File: src/rtl/rx_phase_if.sv
// Sample/decision bundle between the QPSK matched filter and rx_phase_ctrl.
// The filter side is the master; the phase controller is the slave.
interface rx_phase_if #(
  parameter int UPSAMPLE     = 4,
  parameter int SAMPLE_NBITS = 21
);
  localparam int PHASE_NBITS = $clog2(UPSAMPLE);

  logic                           enable;
  logic                           restart;
  logic signed [SAMPLE_NBITS-1:0] sample_in;
  logic [PHASE_NBITS-1:0]         phase_out;
  logic                           locked;
  logic                           busy;

  modport master (
    output enable, restart, sample_in,
    input  phase_out, locked, busy
  );

  modport slave (
    input  enable, restart, sample_in,
    output phase_out, locked, busy
  );
endinterface

File: src/rtl/rx_phase_ctrl.sv
// Symbol-timing acquisition: per-phase |sample| energy over a window, argmax drives filter phase_in.
// Optional macro RX_PHASE_TRACK_EN: continuous re-acquisition after the first lock.
module rx_phase_ctrl #(
  parameter int UPSAMPLE     = 4,
  parameter int SAMPLE_NBITS = 21,
  parameter int NSYMB_LOG2   = 4
) (
  input  logic       clk,
  input  logic       rst,
  rx_phase_if.slave  bus
);
  localparam int PW        = $clog2(UPSAMPLE);
  localparam int MAG_NBITS = SAMPLE_NBITS - 1;
  localparam int ACC_NBITS = SAMPLE_NBITS - 1 + NSYMB_LOG2;
  localparam logic [PW-1:0]         CNT_LAST = PW'(UPSAMPLE - 1);
  localparam logic [NSYMB_LOG2-1:0] SYM_LAST = {NSYMB_LOG2{1'b1}};

  typedef enum logic [1:0] {
    ST_ALIGN  = 2'd0,
    ST_ACC    = 2'd1,
    ST_DECIDE = 2'd2,
    ST_LOCKED = 2'd3
  } state_t;

  // The most negative sample has no positive twin; clamp it to full scale.
  function automatic logic [MAG_NBITS-1:0] sat_abs(input logic signed [SAMPLE_NBITS-1:0] x);
    if (x[SAMPLE_NBITS-1] == 1'b0) begin
      sat_abs = x[MAG_NBITS-1:0];
    end else if (x[MAG_NBITS-1:0] == '0) begin
      sat_abs = {MAG_NBITS{1'b1}};
    end else begin
      sat_abs = MAG_NBITS'(-x);
    end
  endfunction

  state_t                state_q, state_d;
  logic [PW-1:0]         cnt_q, cnt_d;
  logic [PW-1:0]         k_q, k_d;
  logic [PW-1:0]         best_q, best_d;
  logic [PW-1:0]         phase_q, phase_d;
  logic [NSYMB_LOG2-1:0] sym_q, sym_d;
  logic [ACC_NBITS-1:0]  acc_q [UPSAMPLE];
  logic [ACC_NBITS-1:0]  acc_d [UPSAMPLE];
  logic                  locked_q, locked_d;
  logic                  busy_q, busy_d;

  logic [MAG_NBITS-1:0]  mag_s;
  logic [ACC_NBITS-1:0]  mag_ext_s;
  logic                  better_s;
  logic [PW-1:0]         next_best_s;

  // Next-state, accumulator and decision logic.
  always_comb begin
    mag_s       = sat_abs(bus.sample_in);
    mag_ext_s   = {{NSYMB_LOG2{1'b0}}, mag_s};
    better_s    = (acc_q[k_q] > acc_q[best_q]);
    next_best_s = better_s ? k_q : best_q;

    // Counter free-runs on enable in every state to track the filter's phase counter.
    if (bus.enable) begin
      cnt_d = cnt_q + PW'(1);
    end else begin
      cnt_d = cnt_q;
    end

    state_d  = state_q;
    sym_d    = sym_q;
    k_d      = k_q;
    best_d   = best_q;
    phase_d  = phase_q;
    locked_d = locked_q;
    busy_d   = busy_q;
    for (int i = 0; i < UPSAMPLE; i++) begin
      acc_d[i] = acc_q[i];
    end

    if (bus.restart) begin
      state_d  = ST_ALIGN;
      locked_d = 1'b0;
      busy_d   = 1'b1;
      for (int i = 0; i < UPSAMPLE; i++) begin
        acc_d[i] = '0;
      end
    end else begin
      case (state_q)
        ST_ALIGN: begin
          for (int i = 0; i < UPSAMPLE; i++) begin
            acc_d[i] = '0;
          end
          if (bus.enable && (cnt_q == CNT_LAST)) begin
            state_d = ST_ACC;
            sym_d   = '0;
          end else begin
            state_d = ST_ALIGN;
          end
        end

        ST_ACC: begin
          if (bus.enable) begin
            for (int i = 0; i < UPSAMPLE; i++) begin
              if (cnt_q == PW'(i)) begin
                acc_d[i] = acc_q[i] + mag_ext_s;
              end else begin
                acc_d[i] = acc_q[i];
              end
            end
            if (cnt_q == CNT_LAST) begin
              sym_d = sym_q + NSYMB_LOG2'(1);
              if (sym_q == SYM_LAST) begin
                state_d = ST_DECIDE;
                k_d     = '0;
                best_d  = '0;
              end else begin
                state_d = ST_ACC;
              end
            end else begin
              sym_d = sym_q;
            end
          end else begin
            state_d = ST_ACC;
          end
        end

        // Strict compare keeps the lowest index on ties; samples are dropped here.
        ST_DECIDE: begin
          best_d = next_best_s;
          k_d    = k_q + PW'(1);
          if (k_q == CNT_LAST) begin
            phase_d  = next_best_s;
            locked_d = 1'b1;
            busy_d   = 1'b0;
            state_d  = ST_LOCKED;
          end else begin
            state_d  = ST_DECIDE;
          end
        end

        ST_LOCKED: begin
`ifdef RX_PHASE_TRACK_EN
          state_d = ST_ALIGN;
`else
          state_d = ST_LOCKED;
`endif
        end

        default: begin
          state_d = ST_ALIGN;
        end
      endcase
    end
  end

  // State and output registers with synchronous active-low reset.
  always_ff @(posedge clk) begin
    if (!rst) begin
      state_q  <= ST_ALIGN;
      cnt_q    <= '0;
      k_q      <= '0;
      best_q   <= '0;
      phase_q  <= '0;
      sym_q    <= '0;
      locked_q <= 1'b0;
      busy_q   <= 1'b1;
      for (int i = 0; i < UPSAMPLE; i++) begin
        acc_q[i] <= '0;
      end
    end else begin
      state_q  <= state_d;
      cnt_q    <= cnt_d;
      k_q      <= k_d;
      best_q   <= best_d;
      phase_q  <= phase_d;
      sym_q    <= sym_d;
      locked_q <= locked_d;
      busy_q   <= busy_d;
      for (int i = 0; i < UPSAMPLE; i++) begin
        acc_q[i] <= acc_d[i];
      end
    end
  end

  assign bus.phase_out = phase_q;
  assign bus.locked    = locked_q;
  assign bus.busy      = busy_q;
endmodule
File: src/flat_wrapper.sv
// flat-port wrapper written by rule: the top's interface ports become plain ports
module rx_phase_ctrl_flat 
#(
  parameter int UPSAMPLE     = 4,
  parameter int SAMPLE_NBITS = 21,
  parameter int NSYMB_LOG2   = 4
)
  (clk, rst, bus_enable, bus_restart, bus_sample_in, bus_phase_out, bus_locked, bus_busy);
  rx_phase_if #(.UPSAMPLE(UPSAMPLE), .SAMPLE_NBITS(SAMPLE_NBITS)) bus_i ();
  input  logic clk;
  input  logic rst;
  input wire logic [$bits(bus_i.enable)-1:0] bus_enable;
  input wire logic [$bits(bus_i.restart)-1:0] bus_restart;
  input wire logic [$bits(bus_i.sample_in)-1:0] bus_sample_in;
  output wire logic [$bits(bus_i.phase_out)-1:0] bus_phase_out;
  output wire logic [$bits(bus_i.locked)-1:0] bus_locked;
  output wire logic [$bits(bus_i.busy)-1:0] bus_busy;
  assign bus_i.enable = bus_enable;
  assign bus_i.restart = bus_restart;
  assign bus_i.sample_in = bus_sample_in;
  assign bus_phase_out = bus_i.phase_out;
  assign bus_locked = bus_i.locked;
  assign bus_busy = bus_i.busy;
  rx_phase_ctrl #(.UPSAMPLE(UPSAMPLE), .SAMPLE_NBITS(SAMPLE_NBITS), .NSYMB_LOG2(NSYMB_LOG2)) u_core (.clk(clk), .rst(rst), .bus(bus_i));
endmodule
File: config.mk
export PLATFORM = sky130hd
export DESIGN_NAME = rx_phase_ctrl_flat
export DESIGN_NICKNAME = d
export VERILOG_FILES = /design/src/rtl/rx_phase_if.sv /design/src/rtl/rx_phase_ctrl.sv /design/src/flat_wrapper.sv
export SDC_FILE = /design/constraint.sdc
export NUM_CORES = 1
export LEC_CHECK = 0
export ABC_AREA = 1
export CAP_MARGIN = 30
export CELL_PAD_IN_SITES_DETAIL_PLACEMENT = 1
export CELL_PAD_IN_SITES_GLOBAL_PLACEMENT = 2
export CORE_MARGIN = 1
export CORE_UTILIZATION = 37
export CTS_CLUSTER_SIZE = 24
export DETAILED_ROUTE_END_ITERATION = 8
export PLACE_DENSITY = 0.91
export SYNTH_ARGS = -nofsm -noshare
export SYNTH_HDL_FRONTEND = slang
export SYNTH_SLANG_ARGS = --single-unit
File: constraint.sdc
create_clock -name clk -period 6.2 [get_ports clk]
set_input_delay 1.24 -clock clk [delete_from_list [all_inputs] [get_ports clk]]
set_output_delay 1.24 -clock clk [all_outputs]
set_load 0.05 [all_outputs]
; After elaboration in Yosys (flattened, before gate mapping)
; Memory sizes are Yosys's and may differ from the RTL's. A register that Yosys moved wholly into a read port is not among the register bits.
; Index checks and enable logic that the tools add are counted.
[word_totals]
regBits = 16
ramBits = 96
inputBits = 25
out_inout_bits = 4
elab_cells = 83
mem_count = 1
[memory_table]
columns = memory, depth, word_bits, read_ports, rd_ports_with_merged_regs, write_ports, line_no
row1 = u_core.acc_q, 4, 24, 6, 2, 4, rx_phase_ctrl.sv:42  ; logic [ACC_NBITS-1:0] acc_q [UPSAMPLE];
[classes]
addsub = 8
magnitude_cmp = 1
eq_ne = 13
mux = 35
bitwise = 6
n_reduce_logical = 11
[op_table]
columns = operator, n
row1 = two-way mux 24 bit, 8
row2 = two-way mux 96 bit, 2
row3 = case mux 96 bit (2 select lines), 1
row4 = adder 24 x 20 -> 24 bit, 4
row5 = two-way mux 20 bit, 2
row6 = greater-than comparator 24 bit, 1
row7 = two-way mux 2 bit, 11
row8 = zero test 20 bit, 1
row9 = negator 20 bit, 1
row10 = two-way mux 4 bit, 3
row11 = "== test 2 bit, second input constant", 5
row12 = AND reduction 5 bit, 2
row13 = case mux 2 bit (2 select lines), 2
row14 = case mux 2 bit (4 select lines), 1
row15 = case mux 4 bit (2 select lines), 1
row16 = "!= test 2 x 1 -> 1 bit, second input constant", 3
row17 = "adder 2 x 1 -> 2 bit, second input constant", 2
row18 = "adder 4 x 1 -> 4 bit, second input constant", 1
row19 = "== test 2 x 1 -> 1 bit, second input constant", 2
row20 = "== test 4 bit, second input constant", 1
row21 = zero test 2 bit, 2
row22 = two-way mux 1 bit, 4
row23 = OR 1 bit, 4
row24 = nonzero test 2 bit, 2
row25 = other kinds (7), 8

; Logic depth before layout (Yosys ltp)
[depth]
depth_word = 9
ltp_mapped = 26
mapped_depth_nobuf = 25

; Worst setup path after synthesis
; Ideal clock, no wire load.
[synth_timing]
path_type = input to register
start = input port bus_sample_in[0]
end = memory u_core.acc_q[0][10] (netlist name)
arrival_ns = 3.950
required_ns = 6.068
path_slack_ns = 2.118
cell_stages = 23
n_path_buf = 1
path_cell_list = inv_1 ha_1 inv_1 nor3_4 nand3_2 nor2_2 nand3_2 nor2_1 nand2_2 buf_6 nand2_1 ha_1 inv_1 fa_1 inv_1 nand3_1 nand2_1 nand2_1 nand2_1 a21oi_1 or2_2 nand3_1 a21oi_1
[synth_lines]
columns = item, line_no
row1 = start: declaration, flat_wrapper.sv:14  ; input wire logic [$bits(bus_i.sample_in)-1:0] bus_sample_in;
row2 = end: declaration, rx_phase_ctrl.sv:42

==> results_dict.tcl <==
set metrics [dict create \
    status "complete, no violations" \
    synth_common_cells "nand2_1 (573), a21oi_1 (255), nor2_1 (187), inv_1 (172), o21ai_0 (143)" \
    period_minus_slack_ns 5.05 \
    htree_levels 4 \
    finalSetupViolCount 0 \
    syn_area_per_cell_um2 5.99 \
    cp-endpoint "u_core.acc_q[0][22]$_SDFFE_PP0P_" \
    reg2reg_depth 16 \
    root_buffer "clkbuf_16" \
    grt_max_degree 82 \
    dieArea_um2 32900 \
    r2r-end "u_core.bus.phase_out[1]$_SDFFE_PN0P_" \
    overflow 0 \
    drtPass1Iterations 5 \
    final_util_pct 41.5 \
    ys_seq_elements 116 \
    rows 65 \
    synth_top_cell_area_share_pct 19.5 \
    die-height_um 181 \
    tightestPinTransition_ns 1.04 \
    regArea_um2 2320 \
    async_flop_share_pct 0 \
    synth_top_area_cell "dfxtp_1" \
    hold_buffers 0 \
    crit_path_end_kind "flip-flop" \
    insertion_delay_ns 0.46 \
    netlist_instances 1986 \
    wl_per_cell_um 20.7 \
    nets 2146 \
    synth_cell_types 42 \
    crit_arrival_ns 5.39 \
    cp.required_ns 6.54 \
    die_width_um 181 \
    path_clk_slew_ns 0.06 \
    setup_ws_ns 1.15 \
    wl_mm 49.8 \
    hpwlAfterDp_mm 38.7 \
    area_growth_pct 10.4 \
    synth_warnings 0 \
    gp_congestion 0.982 \
    final_max_slew_viol_count 0 \
    cts_sinks 116 \
    timing.final.crit_share_pct 81.5 \
    drc 0 \
    syn-num-nets 2139 \
    hold_class "reg -> reg" \
    num_antenna_cells 0 \
    skew_ns 0.0102 \
    syn_area_um2 11900 \
    multi_input_area_um2 8670 \
    power_leakage_nw 5.81 \
    ioPinCount 29 \
    cts_tree "built" \
    rrSetupSlack_ns 2.09 \
    vias 14000 \
    crit_start "bus_sample_in[0]" \
    ys.flop_type "dfxtp_1" \
    grt_usage_pct 30.5 \
    port_buffers 28 \
    post_cts_buffers 0 \
    ys_top_cells_by_area "dfxtp_1 (20%), nand2_1 (18%), ha_1 (13%)" \
    grt_pass1_vias 13800 \
    rsz0062_at_grt "false" \
    initial_core_util_pct 37.6 \
    yosysMostFrequentCell "nand2_1" \
    fmax_mhz 198 \
    critPathKind "in -> reg" \
    drive_above_1_share_pct 4.89 \
    irDropWorstVdd_uv 202 \
    cts_made_buffers 17 \
    timing.hold.ws_ns 0.457 \
    viasPerCell 5.80 \
    max-clock-path-buffers 2 \
    drv_cap 0 \
    dp_worst_setup_slack_ns 0.759 \
    maxSlewHeadroom_pct 30.5 \
    drt_iter0_drc 1071 \
    antenna_found_initial 0 \
    synth_edf_count 0 \
    finalSetupTns_ns 0 \
    crit_fanout 18 \
    hold_viol 0 \
    drtAntennaViolNets 0 \
    fill_cells 4321 \
    p_per_area_nw_per_um2 156 \
    ys_seq_area_share_pct 19.5 \
    grt_pass1_wl_mm 77.8 \
    cts-resized-gates 0 \
    core_area_um2 31600 \
    start_kind "input pin" \
]
[power by group]
part	switching [mW]	total (mW)	internal [mW]
logic	0.220	0.313	0.0926
clock network	0.464	0.992	0.528
registers	0.00174	0.748	0.747
[area by class of cell]
type / instances / area share [%]
Clock buffer: 17 / 3.24
Clock inverter: 15 / 1.03
Inverter: 181 / 5.17
Multi-Input combinational cell: 1636 / 66.0
Sequential cell: 116 / 17.7
Tap cell: 402 / 3.83
Timing Repair Buffer: 41 / 3.03
[worst max-delay path, stage by stage]
cell             delay [ns]
clkdlybuf4s50_1        0.39
inv_1                  0.12
ha_1                   0.16
inv_1                  0.07
nor3_4                 0.18
nand3_2                0.13
nor2_2                 0.15
nand3_2                0.10
nor2_1                 0.12
nand2_2                0.24
nand2_1                0.34
ha_1                   0.36
inv_1                  0.09
fa_1                   0.42
inv_1                  0.15
nand3_1                0.08
nand2_1                0.14
nand2_1                0.07
nand2_1                0.15
nand3_1                0.09
nand2_1                0.13
nand2_1                0.10
o21ai_0                0.12
nand3_1                0.11
nand2_1                0.07
nor2_1                 0.04
[how the worst min path moves through the flow]
stage                                           startpoint                               end  slack [ns]  depth (start not counted)
after floorplan           u_core.acc_q[0][23]$_SDFFE_PP0P_  u_core.acc_q[0][23]$_SDFFE_PP0P_        0.45                          2
after global placement        u_core.bus.busy$_SDFFE_PP1P_      u_core.bus.busy$_SDFFE_PP1P_        0.44                          2
after detailed placement      u_core.bus.busy$_SDFFE_PP1P_      u_core.bus.busy$_SDFFE_PP1P_        0.45                          2
after CTS                     u_core.bus.busy$_SDFFE_PP1P_      u_core.bus.busy$_SDFFE_PP1P_        0.47                          2
after global routing        u_core.bus.locked$_SDFFE_PP0P_    u_core.bus.locked$_SDFFE_PP0P_        0.50                          1
final                         u_core.bus.busy$_SDFFE_PP1P_      u_core.bus.busy$_SDFFE_PP1P_        0.46                          2
[per-layer routing]
| metal | part of all wire (%) | GRT usage, % | routed length [um] | vias up |
|---|---|---|---|---|
| met5 | 0 | 0 | 0 | - |
| met4 | 3.3 | 10.8 | 1620 | 0 |
| met3 | 5.5 | 4.45 | 2730 | 87 |
| met2 | 45 | 49.7 | 22500 | 387 |
| met1 | 46 | 40.8 | 23000 | 6786 |
| li1 | - | - | - | 6705 |
[cell usage in the layout (no fill, tap or decap), types with 16 or more instances in the layout]
| cell | Yosys | layout |
|---|---|---|
| nor2_1 | 187 | 187 |
| clkbuf_16 | 0 | 17 |
| inv_1 | 172 | 172 |
| dfxtp_1 | 116 | 115 |
| nand3_1 | 129 | 129 |
| a32o_1 | 19 | 19 |
| o22ai_1 | 21 | 21 |
| a21oi_1 | 255 | 255 |
| ha_1 | 124 | 124 |
| nand3b_1 | 16 | 16 |
| clkdlybuf4s50_1 | 0 | 28 |
| nand4_1 | 27 | 27 |
| nand2_1 | 573 | 573 |
| o21ai_0 | 143 | 143 |
| or2_2 | 24 | 24 |
| nor3_1 | 26 | 26 |
[cell families (layout without fill, tap and decap cells)]
group | after synthesis | count (layout) | share of synthesized area (%)
flip-flops | 116 | 116 | 19.5
AND/OR/NAND/NOR | 1005 | 1005 | 35.8
buffers and inverters | 234 | 254 | 7.63
adder cells (fa/ha/maj) | 128 | 128 | 13.7
AO/OA/AOI/OAI | 492 | 492 | 22.6
XOR/XNOR | 11 | 11 | 0.809
[sequential cells by signal, indices dropped and copies added (netlist names), 2 cells and up, named ones only]
name                  flops
u_core.cnt_q              2
u_core.sym_q              4
u_core.k_q                2
u_core.best_q             2
u_core.acc_q             96
u_core.bus.phase_out      2
u_core.state_q            2
[per-stage QoR]
step	power (mW)	instances	cell area (um2)
2_1_floorplan	0.950	1986	11900
3_3_place_gp	1.06	2375	12600
3_5_place_dp	1.07	2375	12600
4_1_cts	2.06	2407	13100
5_1_grt	2.12	2408	13100
6_report	2.05	2408	13100
Power figures use the tool's default switching activity.
==> patch 1 (same flow settings) <==
Make the reset (`rst`) asynchronous in one clocked block. Comments in the files are not updated.
--- a/src/rtl/rx_phase_ctrl.sv
+++ b/src/rtl/rx_phase_ctrl.sv
@@ -151,7 +151,7 @@
   end
 
   // State and output registers with synchronous active-low reset.
-  always_ff @(posedge clk) begin
+  always_ff @(posedge clk or negedge rst) begin
     if (!rst) begin
       state_q  <= ST_ALIGN;
       cnt_q    <= '0;
Function: no difference found for any inputs over 10 cycles, from zero or initial values and one cycle with rst low; that may be too few to reach the edited logic, so the function may still have changed.
==> patch 1 against the original RTL <==
Routed wire length up 0.29%; cell area up 1.3%; area after synthesis grew 3.1%; global-route usage shrank 0.21 points; worst setup slack gained 0.049 ns; sequential cell count decreased by 4; clock skew up 0.0021 ns; largest cell class unchanged.
Power is not compared: it rests on default switching activity, and its combinational part moved more than twofold at a synthesized area within 25%.
==> patch 1: results (changes against the original RTL) <==
clock_network:
  cts_setup_buffers: 0  # unchanged
  clock_path_buffers: 2  # unchanged
  cts_buffers: 9  # -8
  htreeDepth: 3  # -1
  clock_latency_ns: 0.38  # -0.08 ns
  cts_root_buf: "clkbuf_16"
  clk_pin_slew_worst_paths_ns: 0.08  # +0.02 ns
  cts_resized: 0  # unchanged
global_route:
  gr-usage-met2: 0.497  # about the same
  use_met3: 0.0369  # -0.00758
  grtUsageMet1: 0.401  # -0.00696
  grt_usage: 0.303  # -0.00207
  grt_max_degree: 75  # -8.5%
  first_global_vias: 14000  # +1.3%
  antenna_found_initial: 1  # +1
  grt_pass1_wl_mm: 78.6  # +1.0%
timing:
  worstMarginPinSlew_ns: 0.979  # -0.0630 ns
  holdWs_ns: 0.500  # +0.0433 ns
  post-route-min-period_ns: 5.00  # -0.0486 ns
  skew_ns: 0.0122  # +0.00206 ns
setup_path:
  worst-path-max-fanout: 11  # -7
  arrival_ns: 5.28  # -0.11 ns
  cp_slowest_cell: "clkdlybuf4s50_1"
  regToRegStartpoint: "u_core.best_q[1]"
  r2r_end: "u_core.bus.phase_out[0]"
  reg2reg_depth: 13  # -3
  critical_path.max_stage_delay_ns: 0.46  # +0.04 ns
  reg2reg_slack_ns: 2.37  # +0.28 ns
synthesis:
  synthTopCellsByArea: "dfrtp_1 23%, nand2_1 18%, ha_1 13%, o21ai_0 8.0%, a21oi_1 7.6%"
  synthMuxAreaShare: 0  # unchanged
  synth_fa_ha_area_frac: 0.133  # -0.00407
  synthTopCellsByCount: "590 x nand2_1, 234 x nor2_1, 195 x inv_1, 195 x o21ai_0, 186 x a21oi_1"
  synth_ff_type: "dfrtp_1"
  synthCells: 1994  # +0.40%
  synthesis.nets: 2147  # +0.37%
  synth_xor_area_frac: 0.0121  # +0.00404
  synthArstFlopShare: 1.00  # +1.00
  ys_types: 49  # +17%
  ys_seq_area_frac: 0.229  # +0.0335
  synth-compound-area-share: 0.200  # -0.0260
placement:
  place_ws_ns: 0.851  # +0.0918 ns
  dp_cells: 2425  # +2.1%
  io_buffers: 28  # unchanged
  placedInstanceArea_um2: 13000  # +3.3%
  dp_hpwl_mm: 39.5  # +2.2%
  place.gp.congestion: 0.947  # -3.5%
min_path:
  hp-start: "u_core.bus.busy"
  holdPathStages: 2  # unchanged
  min_to: "u_core.bus.busy"
  min-delay-path-class: "reg -> reg"
route:
  first_iter_violations: 943  # -12%
  first_pass_iters: 5  # unchanged
  via_per_inst: 5.65  # -2.5%
  routed_wl_mm: 50.0  # +0.29%
  wl_per_cell_um: 20.5  # -1.1%
run_status:
  status: "finished clean"
finish:
  fill_cells: 4403  # +1.9%
  final_util: 0.408  # -0.00744
  drive_above_1_share: 0.0285  # -0.0203
==> patch 1: cell types whose count changed after synthesis, sizes merged, moves of 16 or more <==
cell / before / now
dfrtp: 0 / 111
o21ai: 153 / 198
nand2: 578 / 594
a21boi: 19 / 1
dfxtp: 116 / 0
or2: 24 / 7
a21oi: 256 / 186
nor2: 198 / 238
inv: 178 / 203
==> patch 1: metal layers <==
| metal | up-vias | routed length, um | share of wire |
|---|---|---|---|
| met5 | - | 0 | 0 |
| met4 | 0 | 1960 | 0.039 |
| met3 | 92 | 2330 | 0.047 |
| met2 | 324 | 22600 | 0.45 |
| met1 | 6758 | 23000 | 0.46 |
| li1 | 6634 | - | - |
==> patch 1: worst max path at each step <==
stage	to	depth (start not counted)	startpoint
floorplan	u_core.acc_q[84]	26	bus_sample_in[0]
global placement	u_core.acc_q[88]	26	bus_sample_in[0]
detailed placement	u_core.acc_q[88]	26	bus_sample_in[0]
CTS	u_core.acc_q[88]	26	bus_sample_in[0]
global route	u_core.acc_q[84]	26	bus_sample_in[0]
finish	u_core.acc_q[88]	26	bus_sample_in[1]
==> patch 1: layout make-up <==
| class | instances | area share |
|---|---|---|
| tap | 442 | 0.0416 |
| antenna | 2 | 0.000376 |
| inverter | 205 | 0.0578 |
| sequential | 112 | 0.211 |
| clock inverter | 7 | 0.00856 |
| timing repair buffer | 38 | 0.0265 |
| multi-input combinational | 1628 | 0.637 |
| clock buffer | 9 | 0.0169 |
==> patch 1: power breakdown <==
part           switching, mW  internal [mW]  total, mW
logic                  0.862          0.377       1.24
registers             0.0822          0.783      0.865
clock network          0.338          0.365      0.703
==> patch 1: worst max-delay path: cells and delay by family <==
kind | cells | cell delay (ns)
buf+inv | 5 | 0.88
fa+ha+maj | 3 | 0.85
simple gates | 18 | 2.30
==> patch 2 (same settings) <==
Made on the original files. `NSYMB_LOG2` is set to 4 in 2 places; all go to 3.
--- a/src/rtl/rx_phase_ctrl.sv
+++ b/src/rtl/rx_phase_ctrl.sv
@@ -3,7 +3,7 @@
 module rx_phase_ctrl #(
   parameter int UPSAMPLE     = 4,
   parameter int SAMPLE_NBITS = 21,
-  parameter int NSYMB_LOG2   = 4
+  parameter int NSYMB_LOG2   = 3
 ) (
   input  logic       clk,
   input  logic       rst,
--- a/src/flat_wrapper.sv
+++ b/src/flat_wrapper.sv
@@ -3,7 +3,7 @@
 #(
   parameter int UPSAMPLE     = 4,
   parameter int SAMPLE_NBITS = 21,
-  parameter int NSYMB_LOG2   = 4
+  parameter int NSYMB_LOG2   = 3
 )
   (clk, rst, bus_enable, bus_restart, bus_sample_in, bus_phase_out, bus_locked, bus_busy);
   rx_phase_if #(.UPSAMPLE(UPSAMPLE), .SAMPLE_NBITS(SAMPLE_NBITS)) bus_i ();
Check against the original RTL: no difference found for any inputs over 10 cycles, from zero or initial values and one cycle with rst low; that may be too few to reach the edited logic, so the function may still have changed.
==> patch 2 against the original RTL <==
Area after synthesis is 0.22% lower; count of clock-buffer cells in the layout is 8 lower; cell area is 2.1% lower; sequential power is 4.4% lower; synthesized cell count is 1.1% higher; routed wire length is 0.41% lower; power is 17% lower; clock skew is 0.0038 ns higher; sequential cell count is 5 lower; worst setup slack better by 0.034 ns.
==> patch 2: results (changes against the original RTL) <==
pwr:
  swShare: 0.337  # +0.00296
  leakagePower_nw: 5.77  # -0.66%
  irDropWorstVdd_v: 0.000141  # -30%
  power_density_nw_per_um2: 133  # -15%
route:
  wl_per_cell_um: 20.5  # -0.74%
  met3_length_mm: 2.45  # -10%
  via_per_inst: 5.72  # -1.4%
  first_iter_violations: 801  # -25%
  met2_length_mm: 22.8  # +1.5%
  routed_wl_mm: 49.6  # -0.41%
global_route:
  gr-usage-met2: 0.506  # +0.00831
  use_met3: 0.0466  # +0.00204
  grt_usage: 0.304  # -0.000847
  first_global_vias: 13500  # -2.4%
synthesis:
  ys_seq_area_frac: 0.187  # -0.00799
  synth_area_per_cell_um2: 5.92  # -1.3%
  synth_top_area_frac: 0.187  # -0.00799
run_status:
  status: "finished clean"
clock_network:
  clk_pin_slew_worst_paths_ns: 0.09  # +0.03 ns
  cts_buffers: 9  # -8
  clock_latency_ns: 0.40  # -0.06 ns
placement:
  place.gp.congestion: 0.958  # -2.5%
  placedInstanceArea_um2: 12600  # about the same
  dp_hpwl_mm: 38.8  # +0.20%
timing:
  worstMarginPinSlew_ns: 0.926  # -0.116 ns
  post-route-min-period_ns: 5.02  # -0.0344 ns
  skew_ns: 0.0140  # +0.00381 ns
  holdWs_ns: 0.450  # -0.00622 ns
setup_path:
  critical_path.max_stage_delay_ns: 0.57  # +0.15 ns
finish:
  reg_top3: "u_core.acc_q x92, u_core.sym_q x3"
## patch 2: cell count changes in the layout (fill, tap and decap cells not counted), sizes merged, moves of 8 or more
cell / unedited run / this run
inv: 188 / 231
o21ai: 153 / 128
nand2: 578 / 600
a21oi: 256 / 236
nand3: 133 / 153
nor3: 27 / 12
a21boi: 19 / 9
clkbuf: 17 / 9
## patch 2: kinds of logic (layout without fill, tap and decap cells)
family,count (synthesis),in the layout,share of synthesized area
and+or+nand+nor,1038,1038,0.376
DFF,111,111,0.187
buffers and inverters,279,285,0.0904
xor gates and xnor gates,13,13,0.00959
AOI/OAI and AO/OA,442,442,0.203
adders and majority gates,125,125,0.134
## patch 2: cell type report
cell class	count	share of cell area
Inverter	228	0.0666
Timing Repair Buffer	41	0.0304
Multi-Input combinational cell	1618	0.668
Clock buffer	9	0.0175
Clock inverter	7	0.00603
Sequential cell	111	0.173
Tap cell	402	0.0391
